--- config.mk ---
export PLATFORM = sky130hd
export DESIGN_NAME = alu_issue_scheduler
export DESIGN_NICKNAME = d
export VERILOG_FILES = /design/src/rtl/alu_issue_scheduler.sv
export SDC_FILE = /design/constraint.sdc
export NUM_CORES = 1
export LEC_CHECK = 0
export CAP_MARGIN = 20
export CORE_AREA = 2 2 200 202
export CTS_BUF_LIST = sky130_fd_sc_hd__clkbuf_4 sky130_fd_sc_hd__clkbuf_8
export DETAILED_ROUTE_END_ITERATION = 10
export DIE_AREA = 0 0 202 204
export HOLD_SLACK_MARGIN = 0.1
export PLACE_DENSITY_LB_ADDON = 0.2
export REMOVE_ABC_BUFFERS = 1
export SLEW_MARGIN = 20
export SYNTH_ARGS = -nofsm -noshare
export SYNTH_HDL_FRONTEND = slang
export SYNTH_SLANG_ARGS = --single-unit
--- constraint.sdc ---
create_clock -name clk -period 5.3 [get_ports clk]
set_clock_uncertainty 0.15 [all_clocks]
set_input_delay 0.53 -clock clk [delete_from_list [all_inputs] [get_ports clk]]
set_output_delay 0.53 -clock clk [all_outputs]
set_load 0.03 [all_outputs]
--- src/rtl/alu_issue_scheduler.sv ---
// Issue scheduler for the ALU issue queue.
// A collapsing queue (slot 0 = oldest) buffers dispatched uops and tracks
// operand readiness through writeback wakeups. Each cycle it picks the oldest
// eligible uop and presents it on a single valid/ready issue port.
module alu_issue_scheduler #(
    parameter int DEPTH     = 8,
    parameter int PAYLOAD_W = 32
) (
    input  logic                         clk,
    input  logic                         rst,
    input  logic                         flush,
    input  logic                         enq_valid,
    output logic                         enq_ready,
    input  logic [5:0]                   enq_uopcode,
    input  logic [1:0]                   enq_exu,
    input  logic                         enq_has_rs1,
    input  logic                         enq_has_rs2,
    input  logic [4:0]                   enq_rs1,
    input  logic [4:0]                   enq_rs2,
    input  logic                         enq_rs1_rdy,
    input  logic                         enq_rs2_rdy,
    input  logic [PAYLOAD_W-1:0]         enq_payload,
    input  logic                         wb_valid,
    input  logic [4:0]                   wb_rd,
    input  logic                         div_ready,
    output logic                         iss_valid,
    input  logic                         iss_ready,
    output logic [5:0]                   iss_uopcode,
    output logic [1:0]                   iss_exu,
    output logic [PAYLOAD_W-1:0]         iss_payload,
    output logic [$clog2(DEPTH+1)-1:0]   count
);

    localparam int CW = $clog2(DEPTH + 1);
    localparam int IW = $clog2(DEPTH);

    // Execute-unit encoding
    localparam logic [1:0] EXU_ALU = 2'd0;
    localparam logic [1:0] EXU_MUL = 2'd1;
    localparam logic [1:0] EXU_DIV = 2'd2;
    localparam logic [1:0] EXU_MEM = 2'd3;

    // Registered queue state
    logic [DEPTH-1:0]     valid_q, valid_d;
    logic [CW-1:0]        count_q, count_d;
    logic [5:0]           uop_q     [DEPTH];
    logic [5:0]           uop_d     [DEPTH];
    logic [1:0]           exu_q     [DEPTH];
    logic [1:0]           exu_d     [DEPTH];
    logic [4:0]           rs1_q     [DEPTH];
    logic [4:0]           rs1_d     [DEPTH];
    logic [4:0]           rs2_q     [DEPTH];
    logic [4:0]           rs2_d     [DEPTH];
    logic [DEPTH-1:0]     r1_q, r1_d;
    logic [DEPTH-1:0]     r2_q, r2_d;
    logic [PAYLOAD_W-1:0] payload_q [DEPTH];
    logic [PAYLOAD_W-1:0] payload_d [DEPTH];

    // Per-cycle control
    logic [DEPTH-1:0] elig;
    logic             win_found;
    logic [IW-1:0]    win_idx;
    logic             fire;
    logic             enq_fire;
    logic             wb_hit;
    logic             enq_r1, enq_r2;
    logic [CW-1:0]    cnt_after;

    assign enq_ready = (count_q < CW'(DEPTH));
    assign count     = count_q;
    assign wb_hit    = wb_valid && (wb_rd != 5'd0);
    assign fire      = iss_valid && iss_ready;
    assign enq_fire  = enq_valid && enq_ready && !flush && (enq_exu != EXU_MEM);

    // Readiness at dispatch, including a same-cycle writeback bypass
    assign enq_r1 = !enq_has_rs1 || (enq_rs1 == 5'd0) || enq_rs1_rdy || (wb_hit && (wb_rd == enq_rs1));
    assign enq_r2 = !enq_has_rs2 || (enq_rs2 == 5'd0) || enq_rs2_rdy || (wb_hit && (wb_rd == enq_rs2));

    // Eligibility and oldest-first selection
    always_comb begin
        win_found = 1'b0;
        win_idx   = '0;
        for (int i = 0; i < DEPTH; i++) begin
            elig[i] = valid_q[i] && r1_q[i] && r2_q[i] && ((exu_q[i] != EXU_DIV) || div_ready);
        end
        for (int i = DEPTH - 1; i >= 0; i--) begin
            if (elig[i]) begin
                win_found = 1'b1;
                win_idx   = IW'(i);
            end
        end
    end

    assign iss_valid   = win_found;
    assign iss_uopcode = win_found ? uop_q[win_idx]     : '0;
    assign iss_exu     = win_found ? exu_q[win_idx]     : '0;
    assign iss_payload = win_found ? payload_q[win_idx] : '0;

    // Next state: collapse over the issued slot, apply wakeup, then enqueue
    always_comb begin
        int src;
        cnt_after = count_q - CW'(fire);
        for (int i = 0; i < DEPTH; i++) begin
            src = (fire && (i >= int'(win_idx))) ? i + 1 : i;
            if (src >= DEPTH) begin
                src        = DEPTH - 1;
                valid_d[i] = 1'b0;
            end else begin
                valid_d[i] = valid_q[src];
            end
            uop_d[i]     = uop_q[src];
            exu_d[i]     = exu_q[src];
            rs1_d[i]     = rs1_q[src];
            rs2_d[i]     = rs2_q[src];
            payload_d[i] = payload_q[src];
            r1_d[i]      = r1_q[src] || (wb_hit && (rs1_q[src] == wb_rd));
            r2_d[i]      = r2_q[src] || (wb_hit && (rs2_q[src] == wb_rd));
            if (enq_fire && (CW'(i) == cnt_after)) begin
                valid_d[i]   = 1'b1;
                uop_d[i]     = enq_uopcode;
                exu_d[i]     = enq_exu;
                rs1_d[i]     = enq_rs1;
                rs2_d[i]     = enq_rs2;
                payload_d[i] = enq_payload;
                r1_d[i]      = enq_r1;
                r2_d[i]      = enq_r2;
            end
        end
        count_d = count_q - CW'(fire) + CW'(enq_fire);
        if (flush) begin
            valid_d = '0;
            count_d = '0;
        end
    end

    // Control state: occupancy and valid bits
    always_ff @(posedge clk) begin
        // NOTE: sequential state uses non-blocking assignments so every register samples pre-edge values.
        if (rst) begin
            valid_q <= '0;
            count_q <= '0;
        end else begin
            valid_q <= valid_d;
            count_q <= count_d;
        end
    end

    // Entry payload storage
    always_ff @(posedge clk) begin
        // NOTE: entry fields are not reset; they are masked by valid_q and never observed while invalid.
        for (int i = 0; i < DEPTH; i++) begin
            uop_q[i]     <= uop_d[i];
            exu_q[i]     <= exu_d[i];
            rs1_q[i]     <= rs1_d[i];
            rs2_q[i]     <= rs2_d[i];
            payload_q[i] <= payload_d[i];
        end
        r1_q <= r1_d;
        r2_q <= r2_d;
    end

    // The memory unit is never legal on this queue
    a_no_mem_enq: assert property (@(posedge clk) disable iff (rst)
        !(enq_valid && enq_ready && !flush && (enq_exu == EXU_MEM)));

endmodule

Word-level counts from Yosys, hierarchy flattened
Memory sizes are Yosys's and may differ from the RTL's.
Index checks and enable logic that the tools add are counted.
{"block": "totals", "n_memories": 5, "input_bits": 66, "ram_bits": 400, "reg_bits": 28}
{"block": "classes", "eq_ne": 34, "n_lt_le_gt_ge": 32, "reduce_logical": 100, "mux": 179, "n_addsub": 2}
{"memory": "payload_q", "depth": 8, "word_bits": 32, "read_ports": 9, "rd_ports_with_merged_regs": 0, "write_ports": 8, "line_no": "56", "rtl": "logic [PAYLOAD_W-1:0] payload_q [DEPTH];"}
{"memory": "uop_q", "depth": 8, "word_bits": 6, "read_ports": 9, "rd_ports_with_merged_regs": 0, "write_ports": 8, "line_no": "46", "rtl": "logic [5:0] uop_q [DEPTH];"}
{"memory": "rs1_q", "depth": 8, "word_bits": 5, "read_ports": 8, "rd_ports_with_merged_regs": 0, "write_ports": 8, "line_no": "50", "rtl": "logic [4:0] rs1_q [DEPTH];"}
{"memory": "rs2_q", "depth": 8, "word_bits": 5, "read_ports": 8, "rd_ports_with_merged_regs": 0, "write_ports": 8, "line_no": "52", "rtl": "logic [4:0] rs2_q [DEPTH];"}
{"memory": "exu_q", "depth": 8, "word_bits": 2, "read_ports": 17, "rd_ports_with_merged_regs": 0, "write_ports": 8, "line_no": "48", "rtl": "logic [1:0] exu_q [DEPTH];"}
{"cell": "32-bit 2-to-1 mux", "count": 9}
{"cell": "32-bit by 5-bit less-than comparator with 1-bit output, second input constant", "count": 8}
{"cell": "1-bit 2-to-1 mux", "count": 93}
{"cell": "5-bit equality test", "count": 18}
{"cell": "5-bit 2-to-1 mux", "count": 16}
{"cell": "1-bit binary-select mux with 3-bit select", "count": 24}
{"cell": "1-bit logical AND", "count": 62}
{"cell": "6-bit 2-to-1 mux", "count": 9}
{"cell": "3-bit 2-to-1 mux", "count": 13}
{"cell": "1-bit logical OR", "count": 30}
{"cell": "2-bit 2-to-1 mux", "count": 13}
{"cell": "2-bit inequality test, second input constant", "count": 9}
{"cell": "3-bit by 4-bit equality test with 1-bit output, first input constant", "count": 4}
{"cell": "3-bit by 4-bit >= comparator with 1-bit output, second input constant", "count": 4}
{"cell": "3-bit by 4-bit less-than comparator with 1-bit output, second input constant", "count": 4}
{"cell": "5-bit logical NOT", "count": 2}
{"cell": "3-bit >= comparator, first input constant", "count": 3}
{"cell": "2-bit by 4-bit equality test with 1-bit output, first input constant", "count": 2}
{"cell": "2-bit by 4-bit >= comparator with 1-bit output, second input constant", "count": 2}
{"cell": "2-bit by 4-bit less-than comparator with 1-bit output, second input constant", "count": 2}
{"cell": "4-bit less-than comparator, second input constant", "count": 2}
{"cell": "4-bit 2-to-1 mux", "count": 2}
{"cell": "1-bit by 3-bit >= comparator with 1-bit output, first input constant", "count": 2}
{"cell": "2-bit by 3-bit >= comparator with 1-bit output, first input constant", "count": 2}
{"cell": "10 further kinds", "count": 12}

Longest topological paths before layout
{"block": "depth", "word_depth": 21, "ltp_mapped": 19, "ltp_nobuf": 14}

Least setup slack after synthesis
OpenSTA, ideal clock, no wires.
{"block": "synth_path", "path_type": "in2reg", "start": "in div_ready", "end": "mem exu_q[3][0], enable pin", "cell_stages": 14, "setup_time_ps": 398, "arrival_time_ps": 4347, "slack_ps": 405, "required_ps": 4752, "path_buffers": 3, "path_cell_list": "buf_2 nor3b_1 o22ai_1 o41ai_4 nor2_1 ha_1 clkbuf_1 xnor2_1 a31oi_1 o22a_2 nor3_4 buf_4 inv_2 nand2_1"}
{"item": "from (decl)", "line_no": "25", "rtl": "input logic div_ready,"}
{"item": "to (decl)", "line_no": "48"}

Final worst setup path
{"block": "layout_path", "start": "in div_ready", "end": "out iss_payload[12]"}
{"block": "layout_between", "elab_chain_cells": 12, "word_cells_on_any_way": 34, "cone_classes": "mux (17); reduce/logical (16); memory (1)"}
{"item": "1-bit logical OR", "line_no": "84", "rtl": "elig[i] = valid_q[i] && r1_q[i] && r2_q[i] && ((exu_q[i] != EXU_DIV) || div_ready);"}
{"item": "1-bit logical AND", "line_no": "84"}
{"item": "3-bit 2-to-1 mux (8 in a row)", "line_no": "87", "rtl": "if (elig[i]) begin"}
{"item": "memory 8 x 32 bit"}
{"item": "32-bit 2-to-1 mux (*)", "line_no": "97", "rtl": "assign iss_payload = win_found ? payload_q[win_idx] : '0;"}
{"item": "to (decl)", "line_no": "30", "rtl": "output logic [PAYLOAD_W-1:0] iss_payload,"}
Every way passes the cells marked *; elsewhere a longest branch is shown, timed or not.

==> results.py <==
metrics = {
    "placed_design": {
        "port_buffers": 111,
        "hpwl_mm": 40.9,
        "gp_congestion": 0.883,
        "dp.cells": 2678,
    },
    "clock_network": {
        "post_cts_buffers": 0,
        "cts_resized": 0,
        "cts_htree_levels": 3,
        "clock_sinks": 428,
        "cts.clk_slew.worst_paths_ns": 0.06,
        "cts_tree": "yes",
        "insertion_delay_ns": 0.63,
        "clockBufferDepth": 3,
        "cts-buffers-inserted": 74,
        "cts_hold_buffers": 0,
        "clockRootBuffer": "clkbuf_8",
    },
    "route": {
        "drtPass1Iterations": 7,
        "routed_wl_mm": 68.5,
        "num_vias": 17800,
        "wl_per_cell_microns": 24.3,
        "ant_nets": 0,
        "drc": 0,
        "drtIter0Drc": 1962,
        "vias_per_cell": 6.32,
    },
    "floorplanning": {
        "io_pins": 112,
        "num_rows": 73,
        "initial_core_util_pct": 59.1,
        "die_w_microns": 202,
        "die_y_microns": 204,
        "die_area_sq_mm": 0.0412,
        "core_area_sq_mm": 0.0392,
    },
    "logic_synthesis": {
        "synth_cell_types": 62,
        "syn_avg_cell_area_sq_um": 10.7,
        "yosys_warnings": 0,
        "synth-seq-cells": 428,
        "synth_cells": 2162,
        "async_reset_ff_share_pct": 0,
        "synth_area_sq_mm": 0.0232,
        "synthFlopType": "edfxtp_1",
        "ys_seq_area_share_pct": 51.3,
        "synth-edff-count": 330,
    },
    "sta": {
        "final_hold_viol_count": 0,
        "worstMarginPinSlew_ns": 1.02,
        "grt_setup_unrepaired": "no",
        "min_period_over_period_pct": 92.9,
        "setup_viol": 0,
        "maxSlewViolCount": 0,
        "fin_crit_ns": 4.92,
        "fmax_mhz": 203,
        "slew_headroom_pct": 32.2,
        "timing.hold.ws_ns": 0.345,
    },
    "grt": {
        "use_met1_pct": 44.5,
        "top_usage_layer": "met2",
        "use_met3_pct": 5.48,
        "grt_use_total_pct": 33.4,
        "grt-ovfl-total": 0,
        "grt_max_degree": 92,
        "gr-usage-met2_pct": 54.3,
        "grt_pass1_vias": 17900,
        "grt_pass1_wl_mm": 104,
        "antenna_found_initial": 3,
    },
    "status": {
        "status": "finished, final reports clean",
    },
    "setup_path": {
        "cp_num_buf_inv": 3,
        "required_ns": 4.62,
        "slowest_stage": "clkdlybuf4s50_1",
        "crit_family": "buffers and inverters",
        "endpoint_kind": "primary output",
        "critical-path-max-stage-delay_ns": 0.68,
        "path_cells": "clkdlybuf4s50_1, nor3b_1, o22ai_1, a21oi_1, nor2_4, buf_4, mux4_2, a22o_1, clkdlybuf4s50_1",
        "critPathKind": "input pin to primary output",
        "reg2reg_depth": 14,
        "cp.arrival_ns": 4.24,
        "path_depth": 9,
        "worst_setup_path_start_kind": "input pin",
        "cp_max_fo": 9,
        "crit_top_cell": "clkdlybuf4s50_1",
    },
    "cells_and_area": {
        "drive_gt1_share_pct": 17.6,
        "fin_nets": 2298,
        "fin_util_pct": 67.8,
        "syn2layout_area_growth_pct": 14.8,
        "final_cells": 2816,
    },
    "run": {
        "maxCapViolCount": 0,
    },
    "pwr": {
        "peakVddDrop_uv": 241,
        "power.density_mw_per_mm2": 309,
        "p_leak_uw": 0.0107,
    },
    "worst_hold_path": {
        "min_path_cells": 2,
        "hp-class": "flop to flop",
    },
}
routing by layer:
layer	part of all wire, %	routed length, microns	vias up
li1	-	-	7854
met1	38	26400	8677
met2	48	32700	1088
met3	10	6950	181
met4	3.7	2550	0
met5	0	0	-
sequential cells by signal, summed over array words and instances, names as in the netlist, named ones only:
| name | cells |
|---|---|
| count | 4 |
| payload_q | 256 |
| uop_q | 48 |
| valid_q | 8 |
| exu_q | 16 |
| rs1_q | 35 |
| rs2_q | 35 |
| r2_q | 8 |
| r1_q | 8 |
worst register-to-register path, cell delays in order (launching register included):
cell and delay (ns):
edfxtp_1 0.49, nor3b_2 0.23, o22ai_2 0.58, o41ai_4 0.23, nor2_1 0.13, ha_1 0.28, inv_1 0.11, nor3_1 0.18
a21oi_1 0.06, nor3_1 0.19, a31oi_1 0.08, o22ai_1 0.24, nor2b_4 0.28, buf_4 0.52, o21ai_0 0.25
final cells by class:
class                   count  area, sq um
flip-flops and latches    428        11900
inverters                  22         82.6
well taps                 525          657
clock buffers             115         1400
fillers                  2849        12600
repair buffers            180         1930
clock inverters            20          116
multi-input cells        1523        10500
diodes                      3         7.51
kinds of logic after synthesis:
| group | count (synthesis) | share of synthesized area (%) |
|---|---|---|
| xor gates and xnor gates | 89 | 3.37 |
| adders and majority gates | 3 | 0.162 |
| buffers and inverters | 211 | 3.84 |
| DFF | 428 | 51.3 |
| and+or+nand+nor | 795 | 14.0 |
| muxes | 346 | 19.7 |
| AOI/OAI and AO/OA | 290 | 7.68 |
through the flow:
stage          power (uW)  setup WS (ns)  cell area (sq um)  TNS, ns
2_1_floorplan        4750          -3.17              22400  -411.16
6_report             8220          0.377              26600        0
4_1_cts              8220          0.446              26600        0
3_3_place_gp         5090          0.532              25100        0
3_5_place_dp         5130          0.430              25100        0
5_1_grt              8500          0.240              26600        0
cell usage in the layout, fill, tap and decap left out, types with 11 or more instances in the layout:
| cell type | Yosys | final |
|---|---|---|
| nand2_2 | 0 | 11 |
| clkinv_1 | 1 | 12 |
| o21ai_0 | 133 | 133 |
| nand4_1 | 13 | 13 |
| inv_1 | 16 | 15 |
| a21oi_1 | 64 | 63 |
| mux4_2 | 80 | 80 |
| edfxtp_1 | 330 | 330 |
| nor3_1 | 18 | 18 |
| clkdlybuf4s50_1 | 0 | 111 |
| xnor2_1 | 78 | 78 |
| buf_4 | 3 | 45 |
| nand2_1 | 635 | 622 |
| mux2i_1 | 179 | 179 |
| a22o_1 | 40 | 40 |
| nor2_1 | 62 | 59 |
| xor2_1 | 11 | 11 |
| nand3_1 | 17 | 17 |
| mux2_2 | 82 | 82 |
| dfxtp_1 | 98 | 98 |
| clkbuf_8 | 0 | 86 |
| clkbuf_4 | 0 | 29 |
| buf_12 | 0 | 24 |
power by group:
group / internal [uW] / leakage [uW] / switching, uW
combinational: 501 / 0.00610 / 541
clock: 1730 / 0.000807 / 1410
sequential: 3870 / 0.00379 / 175
cell usage after synthesis, drive strengths merged, types with 2 or more instances:
cell	count	area (sq um)
nor2	65	256
nand3	17	85.1
mux2i	179	1790
o41ai	2	36.3
o21a	2	15.0
mux4	80	1800
dfxtp	98	1960
nor3	19	106
a22oi	5	37.5
and3	8	50.1
buf	81	398
xor2	11	96.3
a31oi	5	31.3
a22o	40	350
ha	3	37.5
or3	5	31.3
clkbuf	108	408
o311a	5	50.1
a21oi	64	320
a21boi	3	22.5
nand4	13	81.3
inv	21	78.8
a2111oi	3	26.3
or2	8	50.1
xnor2	78	683
o21ai	136	681
o31a	3	26.3
nor2b	4	25.0
nand2	635	2380
nor3b	8	75.1
o22ai	8	56.3
nor4	8	56.3
and2	4	27.5
edfxtp	330	9910
a311oi	4	35.0
a211oi	3	22.5
mux2	87	980
worst paths after layout:
kind | from | end | slack, ns
setup / recovery | div_ready | iss_payload[12] | 0.38
hold / removal | valid_q[0] | valid_q[0] | 0.35
setup reg to reg | exu_q[0][1] | payload_q[5][27] | 1.01
hold reg to reg | valid_q[0] | valid_q[0] | 0.35
(Power assumes the default switching activity.)
